[config.mk]
export PLATFORM = sky130hd
export DESIGN_NAME = mips_mmio_responder
export DESIGN_NICKNAME = d
export VERILOG_FILES = /design/src/rtl/mmio_pkg.sv /design/src/rtl/mmio_input_sync.sv /design/src/rtl/mips_mmio_responder.sv
export SDC_FILE = /design/constraint.sdc
export NUM_CORES = 1
export LEC_CHECK = 0
export BUFFER_PORTS_ARGS = -buffer_cell sky130_fd_sc_hd__buf_2
export CAP_MARGIN = 20
export CORE_ASPECT_RATIO = 0.9
export CORE_MARGIN = 4
export CORE_UTILIZATION = 54
export DETAILED_ROUTE_END_ITERATION = 10
export GPL_TIMING_DRIVEN = 0
export PLACE_DENSITY_LB_ADDON = 0.08
export SYNTH_ARGS = -nofsm -noshare
export SYNTH_HDL_FRONTEND = slang
export SYNTH_HIERARCHICAL = 1
export SYNTH_SLANG_ARGS = --single-unit
[constraint.sdc]
create_clock -name clk -period 4.3 [get_ports clk]
set_clock_uncertainty 0.1 [all_clocks]
set_input_delay 0.215 -clock clk [delete_from_list [all_inputs] [get_ports clk]]
set_output_delay 0.215 -clock clk [all_outputs]
set_load 0.005 [all_outputs]
[src/rtl/mmio_pkg.sv]
// Shared constants for the MIPS MMIO responder: register word offsets,
// TIMER_CTRL bit positions and the address window size.
package mmio_pkg;

  // Size of the decoded window in bytes (Address[7:0] selects within it)
  localparam int WINDOW_BYTES = 256;

  // Register offsets as word indices (Address[7:2]); byte offset = index * 4
  localparam logic [5:0] OFF_PORT_OUT    = 6'h00;  // 0x00
  localparam logic [5:0] OFF_PORT_IN     = 6'h01;  // 0x04
  localparam logic [5:0] OFF_EDGE_STATUS = 6'h02;  // 0x08
  localparam logic [5:0] OFF_EDGE_MASK   = 6'h03;  // 0x0C
  localparam logic [5:0] OFF_TIMER_CNT   = 6'h04;  // 0x10
  localparam logic [5:0] OFF_TIMER_CMP   = 6'h05;  // 0x14
  localparam logic [5:0] OFF_TIMER_CTRL  = 6'h06;  // 0x18

  // TIMER_CTRL bit positions
  localparam int CTRL_EN_BIT   = 0;
  localparam int CTRL_FLAG_BIT = 1;

endpackage

[src/rtl/mmio_input_sync.sv]
// N-bit two-flop synchroniser for asynchronous inputs, plus a third flop
// so that a one-cycle rising-edge pulse can be derived per bit.
module mmio_input_sync #(
  parameter int WIDTH = 8
) (
  input  logic             clk,
  input  logic             reset,
  input  logic [WIDTH-1:0] async_bits,
  output logic [WIDTH-1:0] synced,
  output logic [WIDTH-1:0] rise
);

  logic [WIDTH-1:0] stage1_reg;
  logic [WIDTH-1:0] stage2_reg;
  logic [WIDTH-1:0] stage3_reg;

  // Synchroniser chain; stage3 holds the previous synchronised sample
  always_ff @(posedge clk or posedge reset) begin
    if (reset) begin
      stage1_reg <= '0;
      stage2_reg <= '0;
      stage3_reg <= '0;
    end else begin
      stage1_reg <= async_bits;
      stage2_reg <= stage1_reg;
      stage3_reg <= stage2_reg;
    end
  end

  assign synced = stage2_reg;

  // Per-bit 0->1 detect on the synchronised value
  for (genvar gi = 0; gi < WIDTH; gi++) begin : g_rise
    assign rise[gi] = stage2_reg[gi] & ~stage3_reg[gi];
  end

endmodule

[src/rtl/mips_mmio_responder.sv]
// MEM-stage MMIO responder: decodes loads/stores in a 256-byte window and
// serves PORT_OUT, PORT_IN, edge capture/mask and an optional timer.
// Optional timer is built only when MMIO_TIMER_EN is defined; otherwise the
// timer offsets read as 0 and ignore writes.
module mips_mmio_responder
  import mmio_pkg::*;
#(
  parameter logic [31:0] BASE_ADDR = 32'h1001_0000,
  parameter int          IN_WIDTH  = 8,
  parameter int          OUT_WIDTH = 32
) (
  input  logic                 clk,
  input  logic                 reset,
  input  logic [31:0]          Address,
  input  logic [31:0]          WriteData,
  input  logic                 MemWrite,
  input  logic                 MemRead,
  input  logic [IN_WIDTH-1:0]  PortIn,
  output logic [31:0]          ReadData,
  output logic                 mmio_hit_q,
  output logic [OUT_WIDTH-1:0] PortOut,
  output logic                 irq
);

  logic                hit;
  logic [5:0]          offset;
  logic                wr_en;
  logic                rd_en;
  logic [31:0]         rdata_next;
  logic [IN_WIDTH-1:0] port_sync;
  logic [IN_WIDTH-1:0] port_rise;
  logic [IN_WIDTH-1:0] edge_status_reg;
  logic [IN_WIDTH-1:0] edge_status_next;
  logic [IN_WIDTH-1:0] edge_mask_reg;
  logic                timer_irq;
  logic                unused_bits;

  // Byte-lane bits are ignored; upper store bits may be unused for narrow ports
  assign unused_bits = ^{Address[1:0], WriteData};

  assign hit    = (Address[31:8] == BASE_ADDR[31:8]);
  assign offset = Address[7:2];
  assign wr_en  = MemWrite & hit;
  // A simultaneous write wins: the read half of the access is dropped
  assign rd_en  = MemRead & hit & ~MemWrite;

  mmio_input_sync #(.WIDTH(IN_WIDTH)) u_sync (
    .clk        (clk),
    .reset      (reset),
    .async_bits (PortIn),
    .synced     (port_sync),
    .rise       (port_rise)
  );

  // Edge capture: a new rising edge beats a coincident write-1-to-clear
  for (genvar gi = 0; gi < IN_WIDTH; gi++) begin : g_edge
    assign edge_status_next[gi] = port_rise[gi] |
        (edge_status_reg[gi] & ~(wr_en && offset == OFF_EDGE_STATUS && WriteData[gi]));
  end

  // Port latch, edge status and mask registers
  always_ff @(posedge clk or posedge reset) begin
    if (reset) begin
      PortOut         <= '0;
      edge_status_reg <= '0;
      edge_mask_reg   <= '0;
    end else begin
      edge_status_reg <= edge_status_next;
      if (wr_en && offset == OFF_PORT_OUT)  PortOut       <= WriteData[OUT_WIDTH-1:0];
      if (wr_en && offset == OFF_EDGE_MASK) edge_mask_reg <= WriteData[IN_WIDTH-1:0];
    end
  end

`ifdef MMIO_TIMER_EN
  logic [31:0] timer_cnt_reg;
  logic [31:0] timer_cmp_reg;
  logic        timer_en_reg;
  logic        timer_flag_reg;
  logic        timer_match;

  assign timer_match = timer_en_reg && (timer_cnt_reg == timer_cmp_reg);

  // Free-running counter with compare-wrap; CPU writes override counting
  always_ff @(posedge clk or posedge reset) begin
    if (reset) begin
      timer_cnt_reg  <= '0;
      timer_cmp_reg  <= '0;
      timer_en_reg   <= 1'b0;
      timer_flag_reg <= 1'b0;
    end else begin
      if (wr_en && offset == OFF_TIMER_CNT) timer_cnt_reg <= WriteData;
      else if (timer_match)                 timer_cnt_reg <= '0;
      else if (timer_en_reg)                timer_cnt_reg <= timer_cnt_reg + 32'd1;
      if (wr_en && offset == OFF_TIMER_CMP)  timer_cmp_reg <= WriteData;
      if (wr_en && offset == OFF_TIMER_CTRL) timer_en_reg  <= WriteData[CTRL_EN_BIT];
      timer_flag_reg <= timer_match |
          (timer_flag_reg & ~(wr_en && offset == OFF_TIMER_CTRL && WriteData[CTRL_FLAG_BIT]));
    end
  end

  assign timer_irq = timer_flag_reg;
`else
  assign timer_irq = 1'b0;
`endif

  // Read mux over current register contents; unmapped offsets return 0
  always_comb begin
    rdata_next = '0;
    case (offset)
      OFF_PORT_OUT:    rdata_next[OUT_WIDTH-1:0] = PortOut;
      OFF_PORT_IN:     rdata_next[IN_WIDTH-1:0]  = port_sync;
      OFF_EDGE_STATUS: rdata_next[IN_WIDTH-1:0]  = edge_status_reg;
      OFF_EDGE_MASK:   rdata_next[IN_WIDTH-1:0]  = edge_mask_reg;
`ifdef MMIO_TIMER_EN
      OFF_TIMER_CNT:   rdata_next = timer_cnt_reg;
      OFF_TIMER_CMP:   rdata_next = timer_cmp_reg;
      OFF_TIMER_CTRL: begin
        rdata_next[CTRL_EN_BIT]   = timer_en_reg;
        rdata_next[CTRL_FLAG_BIT] = timer_flag_reg;
      end
`endif
      default:         rdata_next = '0;
    endcase
  end

  // Registered load response; ReadData holds when no load hits
  always_ff @(posedge clk or posedge reset) begin
    if (reset) begin
      ReadData   <= '0;
      mmio_hit_q <= 1'b0;
    end else begin
      mmio_hit_q <= rd_en;
      if (rd_en) ReadData <= rdata_next;
    end
  end

  assign irq = (|(edge_status_reg & edge_mask_reg)) | timer_irq;

endmodule

After elaboration in Yosys (flattened, before gate mapping)
Index checks and enable logic that the tools add are counted.

Equality and inequality tests: 4. Bitwise operators: 45. Mux-type cells: 2. Reduce and logical (&&, ||, !) cells: 13.

Operator list (count): 8-bit one-hot mux with 4 select lines (1); 24-bit by 21-bit equality test with 1-bit output (second input constant) (1); 24-bit 2-to-1 mux (1); 1-bit AND (19); 1-bit NOT (17); 6-bit by 2-bit equality test with 1-bit output (second input constant) (2); 1-bit logical AND (11); 8-bit AND (1); 1-bit OR (8); 8-bit OR reduction (1); 6-bit by 1-bit equality test with 1-bit output (second input constant) (1); 6-bit zero test (1).

Register bits: 105. Input bits: 76. Word-level logic and storage cells: 72. Output and inout port bits: 66.

Logic depth before layout (Yosys ltp)
Depth in word-level cells: 7. Gate-level depth with buffers: 6. Gate-level depth less buffers: 4.

Modules after synthesis
Netlist, hierarchy kept.

By module, submodules not included: mips_mmio_responder (instances 1, area each 3629.7 sq um, cells an instance 286, seq. area each 2026.9 sq um); mmio_input_sync (instances 1, area each 714.4 sq um, cells an instance 33, seq. area each 600.6 sq um).

Worst setup path before layout
OpenSTA, ideal clock, no wires.

Path type: input to register. Start point: input port Address[9]. End point: register PortOut[0]. Path buffers: 1. Required time: 4.073 ns. Cell stages on the path: 5. Setup time: 0.127 ns. Path slack: 2.323 ns. Arrival time: 1.749 ns. Cells stage by stage: nor4_1 nand4_2 nor4_4 buf_6 mux2_1.

Word-level cells in the longest chain between the ends: 3.

RTL lines: from (decl) (RTL line mips_mmio_responder.sv:14) `input logic [31:0] Address,`; 24-bit by 21-bit equality test with 1-bit output (RTL line mips_mmio_responder.sv:41) `assign hit = (Address[31:8] == BASE_ADDR[31:8]);`; 1-bit AND (RTL line mips_mmio_responder.sv:43) `assign wr_en = MemWrite & hit;`; 1-bit logical AND (RTL line mips_mmio_responder.sv:69) `if (wr_en && offset == OFF_PORT_OUT) PortOut <= WriteData[OUT_WIDTH-1:0];`; to (signal assigned) (RTL line mips_mmio_responder.sv:69); to (decl) (RTL line mips_mmio_responder.sv:21) `output logic [OUT_WIDTH-1:0] PortOut,`.

No other way between the ends. A chain may end at the register's enable or synchronous reset.

Worst setup path in the final report
Start point: input port Address[9]. End point: register PortOut[7].

Same word-level chain as after synthesis.

==> results.toml <==
[global_route]
grt_pass1_vias = 3147
grt_start_max_net_pins = 54
antenna_violations_before_repair = 0
global_route_wire_length_before_repair_mm = 15.8
global_route.usage.total_pct = 21.5
gr-total-overflow = 0

[finish]
fillers = 525
num_antenna_cells = 0
drive_above_1_share_pct = 39.1
most_used_cells_in_the_layout_excluding_fill_and_tap_cells = "143 x sky130_fd_sc_hd__buf_2, 105 x sky130_fd_sc_hd__dfrtp_1, 41 x sky130_fd_sc_hd__inv_1, 41 x sky130_fd_sc_hd__dlygate4sd3_1, 35 x sky130_fd_sc_hd__nand2_1"
fin_area_sq_mm = 0.00581
reg.largest.list = "PortOut: 32 flops, ReadData: 32 flops"
syn_to_final_growth_pct = 33.7
final_common_cell = "sky130_fd_sc_hd__buf_2"
nets = 588
finalCoreUtilization_pct = 75.5

[detailed_routing]
vias = 3078
drc = 0
vias_per_cell = 5.02
wirelength_mm = 9.93
ant_nets = 0
drt-pass1-iter-count = 4
number_of_violations_reported_at_the_end_of_detailed_routing_iteration_0 = 87
post_drt_wl_per_cell_um = 16.2

[setup_path]
arrival_ns = 2.21
critPathMaxFanout = 10
criticalPathCategory = "input pin to register"
crit_chain = "buf_2, nor4_1, nand4_2, nor4_4, buf_6, mux2_1"
worstPathRequired_ns = 4.44
critPathMaxStageDelay_ns = 0.62
worstSetupStartpointType = "input pin"
cpMaxStageDelayCell = "sky130_fd_sc_hd__nor4_4"
crit_path_end_kind = "register"

[outcome]
run_status = "finished, final reports clean"

[min_path]
worstHoldPathType = "input pin to register"

[place]
hpwl_reported_at_the_end_of_detailed_placement_mm = 6.95
post_dp_cell_area_sq_mm = 0.00520
routabilityCongestion = 0.763
numPortBuffers = 139

[cts]
clkTransAtPathRegs_ns = 0.10
cts_post_setup_buffers_inserted = 0
clockRootBuffer = "sky130_fd_sc_hd__clkbuf_8"
numCtsBuffers = 9
cts.sinks = 105
ctsHtreeMaxLevel = 3
worst_skew_pair.late_latency_ns = 0.36
tritoncts = "yes"
clock_path_buffers = 2

[synthesis]
synth_area_per_cell_sq_um = 13.6
netlist-cell-type-count = 28
synth-seq-cells = 105
synth_seq_area_share_pct = 60.5
mappedNetlistNets = 395
synthesis.area_sq_mm = 0.00434
synth.yosys.warnings = 6
syn_inst = 319

[die]
placeableCoreArea_sq_mm = 0.00769
ioPinCount = 142
initial_utilization_pct = 56.5
die_area_sq_mm = 0.00955
row_count = 30
die_w_um = 103
die_height_um = 93.1

[sta]
fmaxAchievable_mhz = 482
rsz_0062_raised_after_global_routing = "false"
fin_tns_setup_ns = 0
fin_hold_ws_ns = 0.0433
finalHoldViolCount = 0
fin_crit_sh_pct = 48.3
period_needed_ns = 2.08
setup_viol = 0
final-max-slew-violation-count = 0
slew_headroom_pct = 36.4
worst_max_slew_pin_slew_ns = 0.953

[power_and_ir_drop]
powerDensity_mw_per_mm2 = 300
p_leak_nw = 2.95
total_power_mw = 1.74
ir_worst_vdd_mv = 0.217

[job]
max_cap_violations = 0
==> kinds of logic (layout without fill, tap and decap cells) <==
group	Yosys count	after routing	share of synthesized area (%)
compound gates	12	12	1.84
flops	105	105	60.5
simple gates	69	69	10.3
mux	80	80	21.9
buf+inv	53	251	5.47
==> final cells by class <==
class	instances	area (sq um)	area share [%]
multi-input cells	161	1480	25.5
well taps	96	120	2.07
clock inverters	7	75.1	1.29
clock buffers	9	124	2.13
plain buffers	11	80.1	1.38
inverters	42	160	2.76
repair buffers	182	1140	19.7
flip-flops and latches	105	2630	45.2
==> stage by stage <==
step | std cells | setup WS, ns
final | 613 | 2.22
after global routing | 613 | 2.13
after CTS | 613 | 2.17
after detailed placement | 556 | 1.78
after global placement | 554 | 0.881
after floorplan | 319 | 1.90
==> metal layers <==
layer	part of all wire (%)	global-route usage, %
met3	6.7	4.62
met1	43	29.1
met4	1.4	6.67
met2	49	34.9
met5	0	0
==> power by group <==
group          total (mW)  switching, mW  internal (mW)
Sequential           1.01        0.00714          0.998
Combinational       0.121         0.0509         0.0702
Clock               0.615          0.340          0.275
==> final timing paths <==
path	from	end	slack [ns]	cells after the start
min in group asynchronous	reset	edge_mask_reg[3]	0.30	3
max in group asynchronous	reset	u_sync/stage1_reg[4]	2.98	3
min	MemRead	mmio_hit_q	0.04	3
min reg2reg	u_sync/stage1_reg[4]	u_sync/synced[4]	0.26	0
max reg2reg	u_sync/synced[7]	ReadData[7]	3.04	3
max	Address[9]	PortOut[7]	2.22	6
==> critical path, delay by kind of cell <==
family,cells,cell delay (ns)
buffers and inverters,2,0.36
muxes,1,0.35
and+or+nand+nor,3,1.30
==> timing repair <==
item | CTS | global route
hold buffers | 41 | 0
hold endpoints to repair | 84 | 0
resized for setup | 0 | 0
==> synth_stat cells <==
cell type,instances,area (sq um)
sky130_fd_sc_hd__buf_6,3,33.8
sky130_fd_sc_hd__buf_2,4,20.0
sky130_fd_sc_hd__inv_1,42,158
sky130_fd_sc_hd__nor4_1,4,25.0
sky130_fd_sc_hd__nor2_1,8,30.0
sky130_fd_sc_hd__a31oi_1,8,50.1
sky130_fd_sc_hd__or2_2,1,6.26
sky130_fd_sc_hd__nor3_1,2,10.0
sky130_fd_sc_hd__nand2b_1,1,6.26
sky130_fd_sc_hd__mux2_2,10,113
sky130_fd_sc_hd__nand2_1,35,131
sky130_fd_sc_hd__nand4_1,1,6.26
sky130_fd_sc_hd__nor4b_1,1,8.76
sky130_fd_sc_hd__mux2i_1,32,320
sky130_fd_sc_hd__dfrtp_1,105,2630
sky130_fd_sc_hd__nor4b_2,1,15.0
sky130_fd_sc_hd__mux2_1,30,338
sky130_fd_sc_hd__nand4_2,1,12.5
sky130_fd_sc_hd__buf_4,3,22.5
sky130_fd_sc_hd__nor4_4,2,42.5
sky130_fd_sc_hd__nor4_2,1,12.5
sky130_fd_sc_hd__a22oi_1,4,30.0
sky130_fd_sc_hd__nor3b_2,1,12.5
sky130_fd_sc_hd__mux4_2,8,180
sky130_fd_sc_hd__nor3_2,1,10.0
sky130_fd_sc_hd__clkbuf_1,1,3.75
sky130_fd_sc_hd__nand4b_1,1,8.76
sky130_fd_sc_hd__nor2b_4,8,110
Note: power is estimated with default switching activity, not from simulation.
